<file path="config.mk">
export PLATFORM = sky130hd
export DESIGN_NAME = pipeline_ctrl
export DESIGN_NICKNAME = d
export VERILOG_FILES = /design/src/rtl/pipe_ctrl_pkg.sv /design/src/rtl/load_use_detect.sv /design/src/rtl/pipeline_ctrl.sv
export SDC_FILE = /design/constraint.sdc
export NUM_CORES = 1
export LEC_CHECK = 0
export BUFFER_PORTS_ARGS = -buffer_cell sky130_fd_sc_hd__clkbuf_2
export CAP_MARGIN = 20
export CORE_AREA = 2 2 72 74
export DETAILED_ROUTE_END_ITERATION = 8
export DIE_AREA = 0 0 74 76
export PLACE_DENSITY = 0.79
export RECOVER_POWER = 100
export SLEW_MARGIN = 20
export SYNTH_ARGS = -nofsm -noshare
export SYNTH_HDL_FRONTEND = slang
export SYNTH_SLANG_ARGS = --single-unit
</file>
<file path="constraint.sdc">
create_clock -name clk -period 3.15 [get_ports clk]
set_clock_uncertainty 0.2 [all_clocks]
set_input_delay 0.63 -clock clk [delete_from_list [all_inputs] [get_ports clk]]
set_output_delay 0.63 -clock clk [all_outputs]
set_load 0.01 [all_outputs]
</file>
<file path="src/rtl/pipe_ctrl_pkg.sv">
// ---------------------------------------------------------------------------
// pipe_ctrl_pkg
// Shared definitions for the pipeline sequencer and its helpers.
//   state_t  : sequencer states (IDLE, RUN, MEM_WAIT, HALTED)
//   REG_ZERO : index of the hard-wired zero register x0
//   NOP_INSN : instruction word (addi x0,x0,0) the stage registers load
//              when they are flushed
// ---------------------------------------------------------------------------
`timescale 1ns/1ps
package pipe_ctrl_pkg;

   typedef enum logic [1:0] {
      IDLE     = 2'd0,
      RUN      = 2'd1,
      MEM_WAIT = 2'd2,
      HALTED   = 2'd3
   } state_t;

   localparam int unsigned REG_ZERO = 0;

   localparam logic [31:0] NOP_INSN = 32'h0000_0013;

endpackage

</file>
<file path="src/rtl/load_use_detect.sv">
// ---------------------------------------------------------------------------
// load_use_detect
// Combinational load-use hazard compare between the instruction in ID and
// a load sitting in EX. Also reused by the forwarding checks.
// Ports:
//   ex_mem_read  in  EX instruction is a load
//   ex_rd        in  destination register of the EX instruction
//   id_rs1/rs2   in  source registers of the ID instruction
//   id_use_rs1/2 in  ID instruction actually reads that source
//   hazard       out ID needs the load result before it can be forwarded
// ---------------------------------------------------------------------------
`timescale 1ns/1ps
module load_use_detect
   import pipe_ctrl_pkg::*;
#(
   parameter int REG_AW = 5
) (
   input  logic              ex_mem_read,
   input  logic [REG_AW-1:0] ex_rd,
   input  logic [REG_AW-1:0] id_rs1,
   input  logic [REG_AW-1:0] id_rs2,
   input  logic              id_use_rs1,
   input  logic              id_use_rs2,
   output logic              hazard
);

   // x0 is never really written, so a load targeting it cannot create a
   // dependency even if the ID instruction names x0 as a source.
   logic rd_live;
   logic rs1_match;
   logic rs2_match;

   assign rd_live   = (ex_rd != REG_AW'(REG_ZERO));
   assign rs1_match = id_use_rs1 && (id_rs1 == ex_rd);
   assign rs2_match = id_use_rs2 && (id_rs2 == ex_rd);
   assign hazard    = ex_mem_read && rd_live && (rs1_match || rs2_match);

endmodule

</file>
<file path="src/rtl/pipeline_ctrl.sv">
// ---------------------------------------------------------------------------
// pipeline_ctrl
// Central sequencer of the five-stage pipeline. Arbitrates data-memory
// wait, halt, taken branch and load-use hazard (in that priority order) and
// drives the fetch, IF/ID and ID/EX controls. Keeps saturating stall and
// flush performance counters.
// Ports:
//   clk, rst_n            pipeline clock, async active-low reset
//   id_rs1/rs2, id_use_*  source operands of the instruction in ID
//   ex_mem_read, ex_rd    load indication / destination of EX instruction
//   ex_branch_taken       EX resolved a taken branch/jump
//   ex_branch_target      redirect target
//   ex_halt               EX holds a halt/ecall
//   mem_busy              data memory not ready this cycle
//   pc_write              fetch PC advances by 4
//   branch, branch_pc     fetch loads branch_pc (only while pc_write=0)
//   if_id_write/flush     IF/ID capture / load NOP
//   id_ex_flush           ID/EX loads a bubble
//   pipe_stall            freeze ID/EX, EX/MEM, MEM/WB
//   halted                core halted (sticky until reset)
//   stall_cnt, flush_cnt  saturating performance counters
// ---------------------------------------------------------------------------
`timescale 1ns/1ps
module pipeline_ctrl
   import pipe_ctrl_pkg::*;
#(
   parameter int XLEN   = 32,
   parameter int REG_AW = 5,
   parameter int CNT_W  = 16
) (
   input  logic              clk,
   input  logic              rst_n,
   input  logic [REG_AW-1:0] id_rs1,
   input  logic [REG_AW-1:0] id_rs2,
   input  logic              id_use_rs1,
   input  logic              id_use_rs2,
   input  logic              ex_mem_read,
   input  logic [REG_AW-1:0] ex_rd,
   input  logic              ex_branch_taken,
   input  logic [XLEN-1:0]   ex_branch_target,
   input  logic              ex_halt,
   input  logic              mem_busy,
   output logic              pc_write,
   output logic              branch,
   output logic [XLEN-1:0]   branch_pc,
   output logic              if_id_write,
   output logic              if_id_flush,
   output logic              id_ex_flush,
   output logic              pipe_stall,
   output logic              halted,
   output logic [CNT_W-1:0]  stall_cnt,
   output logic [CNT_W-1:0]  flush_cnt
);

   localparam logic [CNT_W-1:0] CNT_MAX = {CNT_W{1'b1}};

   state_t state;
   state_t next_state;
   logic   hazard;
   logic   active;

   load_use_detect #(
      .REG_AW (REG_AW)
   ) u_load_use (
      .ex_mem_read (ex_mem_read),
      .ex_rd       (ex_rd),
      .id_rs1      (id_rs1),
      .id_rs2      (id_rs2),
      .id_use_rs1  (id_use_rs1),
      .id_use_rs2  (id_use_rs2),
      .hazard      (hazard)
   );

   assign active = (state == RUN) || (state == MEM_WAIT);

   // Decision table shared by RUN and MEM_WAIT. A busy data memory masks
   // everything else so a pending branch or halt is simply re-evaluated
   // once memory is ready. A branch outranks the load-use hazard because
   // the hazarding instruction is flushed anyway.
   always_comb begin
      next_state  = state;
      pc_write    = 1'b0;
      branch      = 1'b0;
      branch_pc   = '0;
      if_id_write = 1'b0;
      if_id_flush = 1'b0;
      id_ex_flush = 1'b0;
      pipe_stall  = 1'b0;
      halted      = 1'b0;
      case (state)
         IDLE: begin
            next_state = RUN;
         end
         RUN, MEM_WAIT: begin
            if (mem_busy) begin
               pipe_stall = 1'b1;
               next_state = MEM_WAIT;
            end else if (ex_halt) begin
               id_ex_flush = 1'b1;
               next_state  = HALTED;
            end else if (ex_branch_taken) begin
               branch      = 1'b1;
               branch_pc   = ex_branch_target;
               if_id_flush = 1'b1;
               id_ex_flush = 1'b1;
               next_state  = RUN;
            end else if (hazard) begin
               id_ex_flush = 1'b1;
               next_state  = RUN;
            end else begin
               pc_write    = 1'b1;
               if_id_write = 1'b1;
               next_state  = RUN;
            end
         end
         HALTED: begin
            halted = 1'b1;
         end
         default: begin
            next_state = IDLE;
         end
      endcase
   end

   // State register plus saturating counters. Counters only move while the
   // sequencer is actively running, so they freeze in IDLE and HALTED.
   always_ff @(posedge clk or negedge rst_n) begin
      if (!rst_n) begin
         state     <= IDLE;
         stall_cnt <= '0;
         flush_cnt <= '0;
      end else begin
         state <= next_state;
         if (active && !pc_write && (stall_cnt != CNT_MAX)) begin
            stall_cnt <= stall_cnt + CNT_W'(1);
         end
         if (branch && (flush_cnt != CNT_MAX)) begin
            flush_cnt <= flush_cnt + CNT_W'(1);
         end
      end
   end

endmodule

</file>
==> flow_summary.json <==
{
  "p_total_uw": 879,
  "dp_hpwl_um": 4010,
  "cp.depth": 7,
  "die_x_um": 74,
  "cp.buffers_inverters": 3,
  "hold_buffers": 0,
  "grt_first_pass_wirelength_um": 8190,
  "synth_top_area_share_pct": 41.9,
  "drc": 0,
  "cts_tree": "done",
  "min_path_cells": 1,
  "gp_congestion": 0.864,
  "avgSynthCellArea_um2": 9.86,
  "seq_area_um2": 851,
  "yosys_warnings": 0,
  "multi_input_area_mm2": 0.00111,
  "worst_slack_ns": 0.166,
  "drtPass1Iterations": 4,
  "diodes": 0,
  "power_density_mw_per_mm2": 323,
  "dieArea_mm2": 0.00562,
  "worstSetupEndpointType": "primary output",
  "rows": 26,
  "grt-ovfl-total": 0,
  "cp-start-kind": "primary input",
  "drv_slew": 35,
  "worstPathMaxFanout": 3,
  "die_h_um": 76,
  "fin_crit_ns": 2.98,
  "portBuffers": 125,
  "synth_nets": 265,
  "grt_start_max_net_pins": 40,
  "crit_type": "in2out",
  "fillers": 474,
  "synth.area.top_cells": "dfrtp_1 (42%), and2_1 (11%), xnor2_1 (8.6%)",
  "worstPathRequired_ns": 2.32,
  "relSlewSlack_pct": -17.5,
  "irDropWorstVdd_mv": 0.164,
  "max_stage_delay_ns": 0.53,
  "netlist_instances": 206,
  "outcome": "complete, but fails checks",
  "post-cts-setup-buffers": 0,
  "fin_crit_sh_pct": 94.7,
  "ys_ff_latch": 34,
  "wire_per_inst_um": 12.4,
  "cts_root_buf": "clkbuf_8",
  "cts.clk_slew.worst_paths_ns": 0.07,
  "worst_path_max_delay_cell": "or4_1",
  "setup_viol": 0,
  "io_pins": 126,
  "wirelength_um": 5020,
  "rr_worst_depth": 8,
  "htree_num_levels": 2,
  "numClockSinks": 34,
  "worstPathArrival_ns": 2.15,
  "synthesis.area_mm2": 0.00203,
  "clock_latency_ns": 0.29,
  "first_iter_violations": 47,
  "cts_buffer_depth": 2,
  "ys_seq_area_share_pct": 41.9,
  "final_nets": 392,
  "ys_types": 35,
  "grt_pass1_vias": 1929,
  "drive_gt1_share_pct": 24.0,
  "yosys.area.top_type": "dfrtp_1",
  "finalSetupTns_ns": 0,
  "cpLargestDelayFamily": "simple AND/OR/NAND/NOR gates",
  "post-place-ws_ns": 0.145,
  "via_count": 1991,
  "ant_nets": 0,
  "track_usage_pct": 18.4,
  "path_cells": "clkbuf_1 -> or4_1 -> o21ai_1 -> inv_1 -> and2_1 -> nor4_1 -> clkbuf_1",
  "start_util_pct": 41.3,
  "hold_viol_final": 0,
  "antenna_found_initial": 0,
  "cap_violations": 1,
  "core_mm2": 0.00491,
  "area_growth_pct": 33.9,
  "tightest_slew_ns": 1.76,
  "viasPerCell": 4.93,
  "hp-class": "reg2reg",
  "critical_path.most_common_cell": "clkbuf_1",
  "cts_made_buffers": 5,
  "p_leak_uw": 0.00121,
  "fmax_ghz": 0.335,
  "rsz0062_at_grt": "no",
  "postCtsResizedCells": 0,
  "violations": "max-capacitance violations, max-slew violations"
}
==> cells by family after synthesis <==
group,synth area share [%]
DFF,41.9
muxes,2.34
xor gates and xnor gates,16.4
AOI/OAI and AO/OA,6.04
adders and majority gates,2.46
buffers and inverters,2.40
and+or+nand+nor,28.5
==> final timing paths <==
| kind | from | end | slack, ns |
|---|---|---|---|
| setup / recovery | ex_rd[0] | if_id_write | 0.17 |
| hold / removal | stall_cnt[8] | stall_cnt[8] | 0.29 |
| setup reg to reg | state[0] | flush_cnt[9] | 0.53 |
| hold reg to reg | stall_cnt[8] | stall_cnt[8] | 0.29 |
| max in group asynchronous | rst_n | flush_cnt[1] | 1.13 |
| min in group asynchronous | rst_n | state[0] | 0.59 |
==> routing by layer <==
metal | routed length [µm] | vias up | GRT usage, % | share of wire (%)
li1 | - | 969 | - | -
met3 | 349 | 11 | 3.31 | 6.9
met5 | 0 | - | 0 | 0
met4 | 103 | 0 | 7.64 | 2.1
met1 | 1960 | 924 | 19.7 | 39
met2 | 2610 | 87 | 34.1 | 52
==> registers in the layout (all words and copies together), names as in the netlist <==
name and cells:
stall_cnt 16, state 2, flush_cnt 16
==> through the flow <==
stage          area (µm²)  std cells  utilization [%]  hold slack, ns
4_1_cts              2820        404             57.4           0.254
6_report             2720        404             55.3           0.287
5_1_grt              2720        404             55.3           0.310
2_1_floorplan        2030        206                -           0.134
3_3_place_gp         2720        396             55.4           0.275
3_5_place_dp         2720        396             55.4           0.274
==> synthesized netlist by cell type <==
| master | count |
|---|---|
| mux2_2 | 2 |
| o21a_1 | 1 |
| a2111oi_4 | 1 |
| xnor2_1 | 20 |
| clkbuf_1 | 4 |
| or4_1 | 1 |
| mux2_4 | 1 |
| a41oi_1 | 1 |
| xor2_1 | 18 |
| buf_6 | 1 |
| a21oi_1 | 2 |
| nor2_2 | 1 |
| o21ai_1 | 1 |
| nand2b_1 | 1 |
| nand2_1 | 16 |
| nor3_1 | 9 |
| o211ai_1 | 1 |
| nor4_1 | 4 |
| buf_4 | 2 |
| inv_1 | 2 |
| nor3b_1 | 2 |
| a31oi_1 | 2 |
| dfrtp_1 | 34 |
| o22ai_1 | 1 |
| ha_1 | 4 |
| nand3_1 | 12 |
| nand4_1 | 10 |
| o41ai_4 | 1 |
| and2_1 | 35 |
| mux2i_1 | 1 |
| and3_1 | 3 |
| nor4b_1 | 1 |
| nor2_1 | 7 |
| and4_1 | 2 |
| o21ai_0 | 2 |
==> final cells by class <==
cell class / count / share of cell area (%)
multi-input cells: 163 / 41.0
flip-flops and latches: 34 / 31.3
repair buffers: 127 / 20.7
well taps: 70 / 3.22
clock buffers: 6 / 3.04
clock inverters: 2 / 0.460
inverters: 2 / 0.276
==> where the power goes <==
part | internal (µW) | switching [µW] | total (µW)
registers | 443 | 8.71 | 452
logic | 43.5 | 45.6 | 89.1
clock network | 175 | 163 | 338
total | 662 | 217 | 879
==> worst reg2reg max path, stage by stage, from the launching register on <==
cell and delay (ns):
dfrtp_1 0.40, ha_1 0.43, nand2b_1 0.14, nor3b_1 0.19, buf_4 0.31, nand4_1 0.20, a31oi_1 0.34, nand3_1 0.15
xnor2_1 0.14
==> cell usage in the layout, fill, tap and decap left out, drive strengths merged, types with 4 or more instances in the layout <==
cell    synthesis  layout
xor2           18      18
and2           35      35
ha              4       4
nor3            9       9
nor4            4       4
nand2          16      16
dfrtp          34      34
nand4          10      10
nand3          12      12
clkbuf          4     132
nor2            8       8
xnor2          20      20
No activity file was read; power rests on OpenSTA's default activity.
